<file path="src/rtl/r5p_gpio_debounce.sv">
// GPIO pad conditioning: per-bit synchronizer, prescaled glitch filter, registered level.
// Define R5P_GPIO_EDGE_EN to build the registered rise/fall event pulses; otherwise they are tied low.
module r5p_gpio_debounce #(
    parameter int unsigned    GW      = 1,
    parameter int unsigned    SYNC    = 2,
    parameter int unsigned    PRE     = 50000,
    parameter int unsigned    DEB     = 4,
    parameter logic [GW-1:0]  RST_VAL = '0
) (
    input  logic          clk,
    input  logic          rst_n,
    input  logic [GW-1:0] pad_i,
    output logic [GW-1:0] gpio_i,
    output logic [GW-1:0] rise,
    output logic [GW-1:0] fall
);

    localparam int unsigned PW = (PRE > 1) ? $clog2(PRE) : 1;
    localparam int unsigned DW = $clog2(DEB + 1);

    localparam logic [0:0] STABLE = 1'b0;
    localparam logic [0:0] SETTLE = 1'b1;

    logic [SYNC-1:0][GW-1:0] sync_q;
    logic [GW-1:0]           s;
    logic [PW-1:0]           pc_q;
    logic                    tick_c;
    logic [GW-1:0]           state_q;
    logic [GW-1:0]           state_d;
    logic [GW-1:0][DW-1:0]   dc_q;
    logic [GW-1:0][DW-1:0]   dc_d;
    logic [GW-1:0]           gpio_d;

    // Pad synchronizer chain; stage SYNC-1 is the usable level.
    always_ff @(posedge clk or negedge rst_n) begin
        if (!rst_n) begin
            sync_q <= {SYNC{RST_VAL}};
        end else begin
            sync_q <= {sync_q[SYNC-2:0], pad_i};
        end
    end

    assign s = sync_q[SYNC-1];

    // Shared free-running prescaler setting the settle time base.
    assign tick_c = (pc_q == PW'(PRE - 1));

    always_ff @(posedge clk or negedge rst_n) begin
        if (!rst_n) begin
            pc_q <= '0;
        end else if (tick_c) begin
            pc_q <= '0;
        end else begin
            pc_q <= pc_q + PW'(1);
        end
    end

    always_ff @(posedge clk or negedge rst_n) begin
        if (!rst_n) begin
            state_q <= {GW{STABLE}};
            dc_q    <= '0;
            gpio_i  <= RST_VAL;
        end else begin
            state_q <= state_d;
            dc_q    <= dc_d;
            gpio_i  <= gpio_d;
        end
    end

    // Per-bit filter: a tick in the SETTLE entry cycle is not counted, and a
    // returning level (glitch end) wins over a coincident tick.
    always_comb begin
        state_d = state_q;
        dc_d    = dc_q;
        gpio_d  = gpio_i;
        for (int i = 0; i < int'(GW); i++) begin
            case (state_q[i])
                STABLE: begin
                    if (s[i] != gpio_i[i]) begin
                        state_d[i] = SETTLE;
                        dc_d[i]    = '0;
                    end
                end
                default: begin
                    if (s[i] == gpio_i[i]) begin
                        state_d[i] = STABLE;
                        dc_d[i]    = '0;
                    end else if (tick_c) begin
                        if (dc_q[i] == DW'(DEB - 1)) begin
                            gpio_d[i]  = s[i];
                            state_d[i] = STABLE;
                            dc_d[i]    = '0;
                        end else begin
                            dc_d[i] = dc_q[i] + DW'(1);
                        end
                    end
                end
            endcase
        end
    end

`ifdef R5P_GPIO_EDGE_EN
    // Event pulses land in the same cycle as the level update.
    always_ff @(posedge clk or negedge rst_n) begin
        if (!rst_n) begin
            rise <= '0;
            fall <= '0;
        end else begin
            rise <= gpio_d & ~gpio_i;
            fall <= ~gpio_d & gpio_i;
        end
    end
`else
    assign rise = '0;
    assign fall = '0;
`endif

endmodule

</file>
<file path="config.mk">
export PLATFORM = sky130hd
export DESIGN_NAME = r5p_gpio_debounce
export DESIGN_NICKNAME = d
export VERILOG_FILES = /design/src/rtl/r5p_gpio_debounce.sv
export SDC_FILE = /design/constraint.sdc
export NUM_CORES = 1
export LEC_CHECK = 0
export BUFFER_PORTS_ARGS = -buffer_cell sky130_fd_sc_hd__buf_2
export CELL_PAD_IN_SITES_DETAIL_PLACEMENT = 1
export CELL_PAD_IN_SITES_GLOBAL_PLACEMENT = 1
export CORE_UTILIZATION = 45
export CTS_BUF_LIST = sky130_fd_sc_hd__clkbuf_4 sky130_fd_sc_hd__clkbuf_8
export DETAILED_ROUTE_END_ITERATION = 10
export GPL_TIMING_DRIVEN = 0
export PLACE_DENSITY = 0.86
export SYNTH_ARGS = -nofsm -noshare
export SYNTH_HDL_FRONTEND = slang
export SYNTH_SLANG_ARGS = --single-unit
</file>
<file path="constraint.sdc">
create_clock -name clk -period 2.3 [get_ports clk]
set_clock_uncertainty 0.05 [all_clocks]
set_input_delay 0.345 -clock clk [delete_from_list [all_inputs] [get_ports clk]]
set_output_delay 0.345 -clock clk [all_outputs]
set_load 0.01 [all_outputs]
</file>
## Word-level counts from Yosys, hierarchy flattened

Cells that the tools add are included.
W data, S select, Z words.

- Bits in registers: 23
- Input bits: 3
- Output and inout bits: 3
- Word-level logic and storage cells: 28

- Add/subtract/negate cells: 2
- Eq/ne operators: 5
- Mux-type cells: 11
- Bitwise operators: 1
- Reductions and logical operators: 3

Operator list:

| operator | count |
|---|---|
| $add A16 B1 Y16 const B | 1 |
| $eq A16 B16 Y1 const B | 1 |
| $mux W16 | 1 |
| $mux W3 | 5 |
| $mux W1 | 5 |
| $reduce_and A4 Y1 | 1 |
| $add A3 B1 Y3 const B | 1 |
| $eq A3 B2 Y1 const B | 1 |
| $ne A3 B2 Y1 const B | 1 |
| $reduce_and A2 Y1 | 1 |
| $reduce_bool A2 Y1 | 1 |
| $eq A1 B1 Y1 | 1 |
| $ne A1 B1 Y1 | 1 |
| $not A1 Y1 | 1 |

## Logic depth before layout (Yosys ltp)

Gate-level depths: netlist (run 1).

- Depth in word-level cells: 5
- Gate-level depth with buffers: 8
- Depth with buffers taken out: 5

## Worst setup path before layout (run 1)

Ideal clock, no wire load.

- Kind: reg-to-reg
- Start point: register pc_q[0]
- End point: register gpio_i
- Library setup time: 125 ps
- Arrival: 1,499 ps
- Required time: 2,125 ps
- Slack: 626 ps
- Cell stages (with the launch flop): 8
- Buffers on the path: 2
- Period minus slack after synthesis: 1,674 ps
- Cell sequence: dfrtp_1 > ha_1 > and3_1 > buf_2 > and4_1 > buf_6 > nand3_4 > mux2_4

- Cells in the longest elaborated chain, start to end: 2

Ends and longest elaborated chain:

| what | RTL line | RTL |
|---|---|---|
| from (decl) | 26 | `logic [PW-1:0] pc_q;` |
| from (signal assigned) | 54 | `pc_q <= pc_q + PW'(1);` |
| $eq A16 B16 Y1 | 46 | `assign tick_c = (pc_q == PW'(PRE - 1));` |
| $reduce_and A4 Y1 (no source line) | n/a |  |
| to (signal assigned) | 66 | `gpio_i <= gpio_d;` |
| to (decl) | 13 | `output logic [GW-1:0] gpio_i,` |

Every way passes these cells.
A chain may end at the register's enable or synchronous reset.

## Worst setup path in the final report (run 1)

Same ends and word-level chain as after synthesis.

==> metrics.txt, run 1 <==
# TYPE chip_impl_metric gauge
chip_impl_metric{name="worst-endpoint-arrival",unit="ns"} 1.97
chip_impl_metric{name="rows",unit=""} 17
chip_impl_metric{name="report.final.hold_viol_count",unit=""} 0
chip_impl_metric{name="post_drt_via_cell_ratio",unit=""} 5.355
chip_impl_metric{name="finalInstanceArea",unit="um2"} 1214
chip_impl_metric{name="die-height",unit="um"} 51.94
chip_impl_metric{name="achievable-frequency",unit="MHz"} 550.3
chip_impl_info{name="postSynth.topFlopCell",value="sky130_fd_sc_hd__dfrtp_1"} 1
chip_impl_info{name="outcome",value="finished, final reports clean"} 1
chip_impl_metric{name="worst_slack",unit="ns"} 0.4827
chip_impl_metric{name="irDropWorstVdd",unit="mV"} 0.3104
chip_impl_metric{name="cts.htree.levels",unit=""} 1
chip_impl_metric{name="place_ws",unit="ns"} 0.4832
chip_impl_metric{name="start_util",unit="%"} 49.31
chip_impl_metric{name="grt_antenna_before_repair",unit=""} 0
chip_impl_metric{name="synthesis.yosys.warnings",unit=""} 0
chip_impl_metric{name="seqPwrFrac",unit="%"} 66.8
chip_impl_metric{name="clk_transition_reported_paths",unit="ns"} 0.12
chip_impl_metric{name="first_global_vias",unit=""} 741
chip_impl_info{name="cts_tree",value="done"} 1
chip_impl_metric{name="internal_power",unit="mW"} 0.4786
chip_impl_metric{name="final_nets",unit=""} 116
chip_impl_metric{name="chipWidth",unit="um"} 51.94
chip_impl_metric{name="post-cts-setup-buffer-count",unit=""} 0
chip_impl_metric{name="globalRoute.totalOverflow",unit=""} 0
chip_impl_info{name="hold_class",value="input port to register"} 1
chip_impl_metric{name="grt_start_max_net_pins",unit=""} 24
chip_impl_metric{name="synth_area",unit="um2"} 1122
chip_impl_metric{name="register_to_register_setup_slack",unit="ns"} 0.48
chip_impl_metric{name="clkSinkCount",unit=""} 23
chip_impl_metric{name="cts.path.max_buffers",unit=""} 2
chip_impl_metric{name="final_period_minus_worst_setup_slack",unit="ns"} 1.817
chip_impl_metric{name="setup-tns-final",unit="ns"} 0
chip_impl_metric{name="combinational_share_of_power",unit="%"} 3.3
chip_impl_metric{name="ant_nets",unit=""} 0
chip_impl_metric{name="finalCritPeriodShare",unit="%"} 79.01
chip_impl_metric{name="insertedDiodeCount",unit=""} 0
chip_impl_info{name="leading_cell_type_in_the_layout_fill_and_taps_excluded",value="sky130_fd_sc_hd__dfrtp_1"} 1
chip_impl_metric{name="grt_first_pass_wirelength",unit="um"} 3512
chip_impl_metric{name="place_hpwl",unit="um"} 1602
chip_impl_info{name="clock-root-buffer",value="sky130_fd_sc_hd__clkbuf_4"} 1
chip_impl_metric{name="die_area",unit="um2"} 2698
chip_impl_info{name="crit_path_end_kind",value="register"} 1
chip_impl_metric{name="place.gp.congestion",unit=""} 0.7338
chip_impl_metric{name="clk_latency",unit="ns"} 0.30
chip_impl_metric{name="drt_pre_antenna_iters",unit=""} 4
chip_impl_metric{name="pin_count",unit=""} 6
chip_impl_metric{name="worst_ep_required_time",unit="ns"} 2.45
chip_impl_metric{name="postSynth.asyncResetShare",unit="%"} 100.0
chip_impl_metric{name="fillcell_total",unit=""} 252
chip_impl_metric{name="finalWirelength",unit="um"} 2038
chip_impl_metric{name="design.core.area",unit="um2"} 2276
chip_impl_metric{name="power_switching_share",unit="%"} 22.05
chip_impl_metric{name="grt_use_total",unit="%"} 18.09
chip_impl_metric{name="synth-seq-area-share",unit="%"} 51.28
chip_impl_metric{name="power_leakage",unit="nW"} 0.5613
chip_impl_metric{name="slew_viol_final",unit=""} 0
chip_impl_metric{name="drive_above_1_share",unit="%"} 14.55
chip_impl_metric{name="post_drt_wl_per_cell",unit="um"} 14.77
chip_impl_info{name="critPathLaunchType",value="register"} 1
chip_impl_metric{name="flops_latches_synth",unit=""} 23
chip_impl_metric{name="tritoncts.num_buffers",unit=""} 3
chip_impl_metric{name="netlist_instances",unit=""} 101
chip_impl_metric{name="setup_viol",unit=""} 0
chip_impl_metric{name="synth.distinct_cells",unit=""} 32
chip_impl_info{name="layout_common_cells",value="sky130_fd_sc_hd__dfrtp_1 (23), sky130_fd_sc_hd__nor2_1 (11), sky130_fd_sc_hd__xor2_1 (9), sky130_fd_sc_hd__nand3_1 (6), sky130_fd_sc_hd__xnor2_1 (6)"} 1
chip_impl_metric{name="syn2layout_area_growth",unit="%"} 8.138
chip_impl_metric{name="critical_path.max_fanout",unit=""} 6
chip_impl_metric{name="placement.cell_area",unit="um2"} 1176
chip_impl_metric{name="power.density",unit="nW/um2"} 505.9
chip_impl_metric{name="post_synth_edffs",unit=""} 0
chip_impl_metric{name="synthesis.area_per_instance",unit="um2"} 11.11
chip_impl_metric{name="route.vias.total",unit=""} 739
chip_impl_metric{name="drtIter0Drc",unit=""} 3
chip_impl_info{name="criticalPathCategory",value="register to register"} 1
chip_impl_metric{name="power.share.clock",unit="%"} 29.9
chip_impl_metric{name="netSwitchingPower",unit="mW"} 0.1354
chip_impl_info{name="rsz0062_at_grt",value="no"} 1
chip_impl_metric{name="maxcap_violations",unit=""} 0
chip_impl_metric{name="io_buffer_count",unit=""} 3
chip_impl_metric{name="drcViolationCount",unit=""} 0
[kinds of logic after synthesis]
kind of cell	share of synthesized area, %
other	0.3341
adders and majority gates	2.229
AOI/OAI and AO/OA	4.684
and+or+nand+nor	22.41
buffers and inverters	5.128
xor gates and xnor gates	11.71
muxes	2.229
DFF	51.28
[metal layers]
metal | track usage, % | vias up | routed length, um
li1 | - | 372 | -
met1 | 26.17 | 361 | 1005
met2 | 26.50 | 4 | 981
met3 | 3.509 | 2 | 30
met4 | 6.757 | 0 | 21
met5 | 0 | - | 0
[area by class of cell]
class | count | area (um2) | area share (%)
multi-input combinational | 71 | 493.0 | 40.62
buffer | 6 | 50.05 | 4.124
clock inverter | 1 | 5.005 | 0.4124
inverter | 2 | 7.507 | 0.6186
sequential | 23 | 575.6 | 47.42
timing repair buffer | 4 | 25.02 | 2.062
tap | 28 | 35.03 | 2.887
clock buffer | 3 | 22.52 | 1.856
[worst max-delay path, stage by stage (launching register included)]
cell	delay [ns]
sky130_fd_sc_hd__dfrtp_1	0.44
sky130_fd_sc_hd__ha_1	0.21
sky130_fd_sc_hd__and3_1	0.17
sky130_fd_sc_hd__buf_2	0.15
sky130_fd_sc_hd__and4_1	0.19
sky130_fd_sc_hd__buf_6	0.13
sky130_fd_sc_hd__nand3_4	0.07
sky130_fd_sc_hd__mux2_4	0.30
[power by group through the flow]
| stage | combinational, mW | clock [mW] | sequential [mW] |
|---|---|---|---|
| after global routing | 0.0241 | 0.210 | 0.411 |
| after CTS | 0.0213 | 0.195 | 0.410 |
| final | 0.0205 | 0.184 | 0.410 |
| after detailed placement | 0.0200 | 0 | 0.418 |
| after global placement | 0.0191 | 0 | 0.417 |
| after floorplan | 0.00904 | 0 | 0.417 |
[what timing repair did]
action / in CTS / in global routing
hold buffers: 1 / 0
endpoints found under the hold margin: 23 / 0
gates resized for setup: 0 / 0
[sequential cells by signal (all words and copies together) (netlist names)]
signal,cells
dc_q,3
s,1
sync_q,1
pc_q,16
gpio_i,1
state_q,1
[synthesized netlist by cell type (all sizes together) (2+ instances only)]
cell,n,area share [%]
buf,6,4.5
nand4,5,2.8
nand2,5,1.7
nor4,4,2.2
nand3,7,4.2
ha,2,2.2
nor2b,2,1.1
and3,2,1.1
inv,2,0.67
dfrtp,23,51
xnor2,6,4.7
nor2,11,3.7
and4,2,1.6
xor2,9,7.0
[final timing paths]
kind | start | end | cells past startpoint
setup / recovery | pc_q[0] | gpio_i | 7
hold / removal | pad_i | sync_q[0] | 1
setup reg to reg | pc_q[0] | gpio_i | 7
hold reg to reg | sync_q[0] | s | 0
max in group asynchronous | rst_n | pc_q[2] | 2
min in group asynchronous | rst_n | pc_q[10] | 2
[metrics by stage]
stage | total power, mW | std cells | hold slack [ns] | util, %
global route | 0.6451 | 138 | 0.06200 | 53.33
floorplan | 0.4263 | 102 | -0.0005911 | -
CTS | 0.6263 | 138 | 0.06961 | 53.33
finish | 0.6140 | 138 | 0.08719 | 53.33
global placement | 0.4366 | 133 | 0.2891 | 51.68
detailed placement | 0.4378 | 133 | 0.2926 | 51.68
No activity file was read; power rests on OpenSTA's default activity.
==> inputs of run 2 (changes only) <==
ABC_AREA = 1   (was not set)
CORE_UTILIZATION = 42   (was 45)
PLACE_DENSITY = 0.89   (was 0.86)
clock period = 1.6 ns   (was 2.3 ns; I/O delays follow)
==> run 2 against run 1 <==
The run now ends with DRC left. Die area grew 21%. Sequential power grew 43%. Non-clock buffer count shrank 2. Routed wire length grew 39%. Largest power group unchanged. Synthesized cell count grew 65%.
==> metrics.txt, run 2 <==
# TYPE chip_impl_metric gauge
chip_impl_metric{name="seqPwrFrac",unit="%"} 64.5
chip_impl_metric{name="combinational_share_of_power",unit="%"} 3.6
chip_impl_metric{name="routed-wl-met3",unit="um"} 49
chip_impl_metric{name="netSwitchingPower",unit="mW"} 0.1996
chip_impl_metric{name="internal_power",unit="mW"} 0.7103
chip_impl_metric{name="largest_reg_flops",unit=""} 16
chip_impl_metric{name="io_buffer_count",unit=""} 3
chip_impl_info{name="outcome",value="finished, violations left"} 1
chip_impl_metric{name="chipWidth",unit="um"} 57.07
chip_impl_info{name="layout_common_cells",value="sky130_fd_sc_hd__nand2_1 (38), sky130_fd_sc_hd__nor2_1 (30), sky130_fd_sc_hd__inv_1 (25), sky130_fd_sc_hd__dfrtp_1 (23), sky130_fd_sc_hd__nand3_1 (11)"} 1
chip_impl_metric{name="grt_antenna_before_repair",unit=""} 0
chip_impl_metric{name="area_used_by_multi_input_combinational_logic",unit="um2"} 598.1
chip_impl_metric{name="drive_above_1_share",unit="%"} 11.80
chip_impl_metric{name="critical_path.max_fanout",unit=""} 4
chip_impl_metric{name="grt_use_total",unit="%"} 19.82
chip_impl_metric{name="synthesis.area_per_instance",unit="um2"} 7.627
chip_impl_metric{name="worst_ep_required_time",unit="ns"} 1.76
chip_impl_info{name="crit_path_end_kind",value="register"} 1
chip_impl_info{name="critical-path-top-cell-by-count",value="sky130_fd_sc_hd__nand2_1"} 1
chip_impl_metric{name="first_global_vias",unit=""} 1164
chip_impl_metric{name="design.core.area",unit="um2"} 2805
chip_impl_metric{name="route.vias.total",unit=""} 1071
chip_impl_metric{name="power_leakage",unit="nW"} 0.7484
chip_impl_metric{name="tritoncts.num_buffers",unit=""} 3
chip_impl_info{name="route.top_layer_used",value="met4"} 1
chip_impl_metric{name="power.share.clock",unit="%"} 31.8
chip_impl_info{name="critPathLaunchType",value="register"} 1
chip_impl_info{name="violations_in_the_final_reports",value="DRC"} 1
chip_impl_metric{name="grt_start_max_net_pins",unit=""} 24
chip_impl_info{name="synth_top_cells_by_count",value="sky130_fd_sc_hd__nand2_1 (38), sky130_fd_sc_hd__nor2_1 (30), sky130_fd_sc_hd__inv_1 (26)"} 1
chip_impl_info{name="synth.top_cells.by_area",value="sky130_fd_sc_hd__dfrtp_1 (45%), sky130_fd_sc_hd__nand2_1 (11%), sky130_fd_sc_hd__nor2_1 (8.8%)"} 1
chip_impl_metric{name="clkSinkCount",unit=""} 23
chip_impl_metric{name="rows",unit=""} 19
chip_impl_metric{name="final_period_minus_worst_setup_slack",unit="ns"} 1.462
chip_impl_metric{name="synth.top_cell.area_share",unit="%"} 45.19
chip_impl_metric{name="setup_viol",unit=""} 0
chip_impl_metric{name="maxcap_violations",unit=""} 0
chip_impl_metric{name="ant_nets",unit=""} 0
chip_impl_metric{name="power.density",unit="nW/um2"} 649.3
chip_impl_metric{name="clk_latency",unit="ns"} 0.31
chip_impl_metric{name="synthesis.yosys.warnings",unit=""} 0
chip_impl_metric{name="detail_route.wirelength.met1",unit="um"} 1336
chip_impl_metric{name="netlist_instances",unit=""} 167
chip_impl_info{name="clock-root-buffer",value="sky130_fd_sc_hd__clkbuf_4"} 1
chip_impl_info{name="max_flop_register",value="pc_q"} 1
chip_impl_metric{name="postSynth.asyncResetShare",unit="%"} 100.0
chip_impl_metric{name="finalInstanceArea",unit="um2"} 1401
chip_impl_metric{name="die-height",unit="um"} 57.07
chip_impl_metric{name="layout.area.seq",unit="um2"} 575.6
chip_impl_metric{name="slew_viol_final",unit=""} 0
chip_impl_info{name="cts_tree",value="done"} 1
chip_impl_metric{name="synth.distinct_cells",unit=""} 22
chip_impl_info{name="postSynth.topFlopCell",value="sky130_fd_sc_hd__dfrtp_1"} 1
chip_impl_metric{name="achievable-frequency",unit="MHz"} 683.9
chip_impl_info{name="criticalPathCategory",value="register to register"} 1
chip_impl_info{name="hold_class",value="register to register"} 1
chip_impl_metric{name="fillcell_total",unit=""} 361
chip_impl_metric{name="dp.cells",unit=""} 202
chip_impl_metric{name="finalWirelength",unit="um"} 2826
chip_impl_metric{name="cpPeakStageDelay",unit="ns"} 0.45
chip_impl_info{name="synth_largest_area_cell",value="sky130_fd_sc_hd__dfrtp_1"} 1
chip_impl_metric{name="die_area",unit="um2"} 3257
chip_impl_metric{name="start_util",unit="%"} 45.41
chip_impl_metric{name="synth-seq-area-share",unit="%"} 45.19
chip_impl_metric{name="syn2layout_area_growth",unit="%"} 10.02
chip_impl_metric{name="clk_transition_reported_paths",unit="ns"} 0.13
chip_impl_metric{name="final_core_util",unit="%"} 49.96
chip_impl_info{name="yosysMostFrequentCell",value="sky130_fd_sc_hd__nand2_1"} 1
chip_impl_metric{name="report.final.hold_viol_count",unit=""} 0
chip_impl_info{name="largest_registers_ranked_by_flip_flop_count",value="pc_q: 16 flops, dc_q: 3 flops"} 1
chip_impl_info{name="cpMaxStageDelayCell",value="sky130_fd_sc_hd__dfrtp_1"} 1
chip_impl_metric{name="cp_num_buf_inv",unit=""} 0
chip_impl_metric{name="globalRoute.totalOverflow",unit=""} 0
chip_impl_metric{name="post_drt_via_cell_ratio",unit=""} 5.124
chip_impl_metric{name="finalCritPeriodShare",unit="%"} 91.39
chip_impl_info{name="worstPathCellList",value="ha_4 > nand3_1 > nor2_1 > nand2_1 > nand2_1 > nand2_1 > nand2_1 > nand2_1"} 1
chip_impl_metric{name="cts.path.max_buffers",unit=""} 2
chip_impl_metric{name="dr_wl_met2",unit="um"} 1402
chip_impl_metric{name="placement.cell_area",unit="um2"} 1331
chip_impl_metric{name="layout.cells.non_filler",unit=""} 209
chip_impl_metric{name="max-slew-margin-rel",unit="%"} 65.17
chip_impl_metric{name="grt_first_pass_wirelength",unit="um"} 5043
chip_impl_metric{name="place_hpwl",unit="um"} 2199
chip_impl_metric{name="max_slew.worst_pin.slew",unit="ns"} 0.5225
chip_impl_metric{name="place.gp.congestion",unit=""} 0.8145
chip_impl_metric{name="post_drt_wl_per_cell",unit="um"} 13.52
chip_impl_info{name="leading_cell_type_in_the_layout_fill_and_taps_excluded",value="sky130_fd_sc_hd__nand2_1"} 1
chip_impl_info{name="timing.critical_path.max_delay_family",value="simple AND/OR/NAND/NOR gates"} 1
chip_impl_metric{name="irDropWorstVdd",unit="mV"} 0.4359
chip_impl_metric{name="cts.htree.levels",unit=""} 1
chip_impl_metric{name="pin_count",unit=""} 6
chip_impl_metric{name="drcViolationCount",unit=""} 2
chip_impl_metric{name="drt_pre_antenna_iters",unit=""} 7
chip_impl_metric{name="insertedDiodeCount",unit=""} 0
chip_impl_metric{name="synth_area",unit="um2"} 1274
chip_impl_metric{name="worst-endpoint-arrival",unit="ns"} 1.62
chip_impl_metric{name="post_synth_edffs",unit=""} 0
chip_impl_info{name="rsz0062_at_grt",value="no"} 1
chip_impl_metric{name="setup-tns-final",unit="ns"} 0
chip_impl_metric{name="drtIter0Drc",unit=""} 10
chip_impl_metric{name="flops_latches_synth",unit=""} 23
chip_impl_metric{name="final_nets",unit=""} 184
chip_impl_metric{name="power_switching_share",unit="%"} 21.93
[run 2: per-layer routing]
layer | global-route usage (%) | vias up
li1 | - | 530
met1 | 25.44 | 525
met2 | 34.12 | 11
met3 | 2.948 | 5
met4 | 6.969 | 0
met5 | 0 | -
[run 2: repair_timing]
item | CTS | global route
setup buffers | 0 | 1
endpoints found under the setup margin | 0 | 6
hold buffers | 2 | 0
endpoints found under the hold margin | 24 | 0
gates resized for setup | 0 | 3
[run 2: cell type report]
| type | count | share of cell area, % |
|---|---|---|
| sequential | 23 | 41.07 |
| tap | 31 | 2.768 |
| clock buffer | 4 | 2.143 |
| buffer | 2 | 1.071 |
| inverter | 27 | 7.232 |
| timing repair buffer | 6 | 3.036 |
| multi-input combinational | 116 | 42.68 |
[run 2: logic make-up after synthesis]
kind of cell | Yosys count | synth area share, %
XOR/XNOR | 9 | 6.189
flip-flops | 23 | 45.19
other | 1 | 0.2944
buffers and inverters | 29 | 9.135
AND/OR/NAND/NOR | 95 | 33.40
adder cells (fa/ha/maj) | 2 | 1.964
AO/OA/AOI/OAI | 8 | 3.831
[run 2: final timing paths]
| check | endpoint | cells after the start | slack, ns | from |
|---|---|---|---|---|
| max in group asynchronous | sync_q[0] | 2 | 0.78 | rst_n |
| worst min-delay path | s | 0 | 0.32 | sync_q[0] |
| min in group asynchronous | pc_q[4] | 2 | 0.36 | rst_n |
| worst max register to register | dc_q[0] | 8 | 0.14 | pc_q[0] |
| worst min register to register | s | 0 | 0.32 | sync_q[0] |
| worst max-delay path | dc_q[0] | 8 | 0.14 | pc_q[0] |
[run 2: power groups by stage]
stage	combinational (mW)	clock (mW)	sequential [mW]
6_report	0.0331	0.290	0.587
5_1_grt	0.0378	0.319	0.588
4_1_cts	0.0343	0.302	0.587
3_5_place_dp	0.0302	0	0.598
3_3_place_gp	0.0285	0	0.598
2_1_floorplan	0.0133	0	0.598
[run 2: metrics by stage]
step           power [mW]  setup slack [ns]  hold WS (ns)
2_1_floorplan      0.6111            0.3114       -0.1056
3_3_place_gp       0.6264            0.1038        0.1915
3_5_place_dp       0.6285           0.07025        0.2035
4_1_cts            0.9231           0.05422        0.3181
5_1_grt            0.9446           0.01386        0.3296
6_report           0.9099            0.1378        0.3172
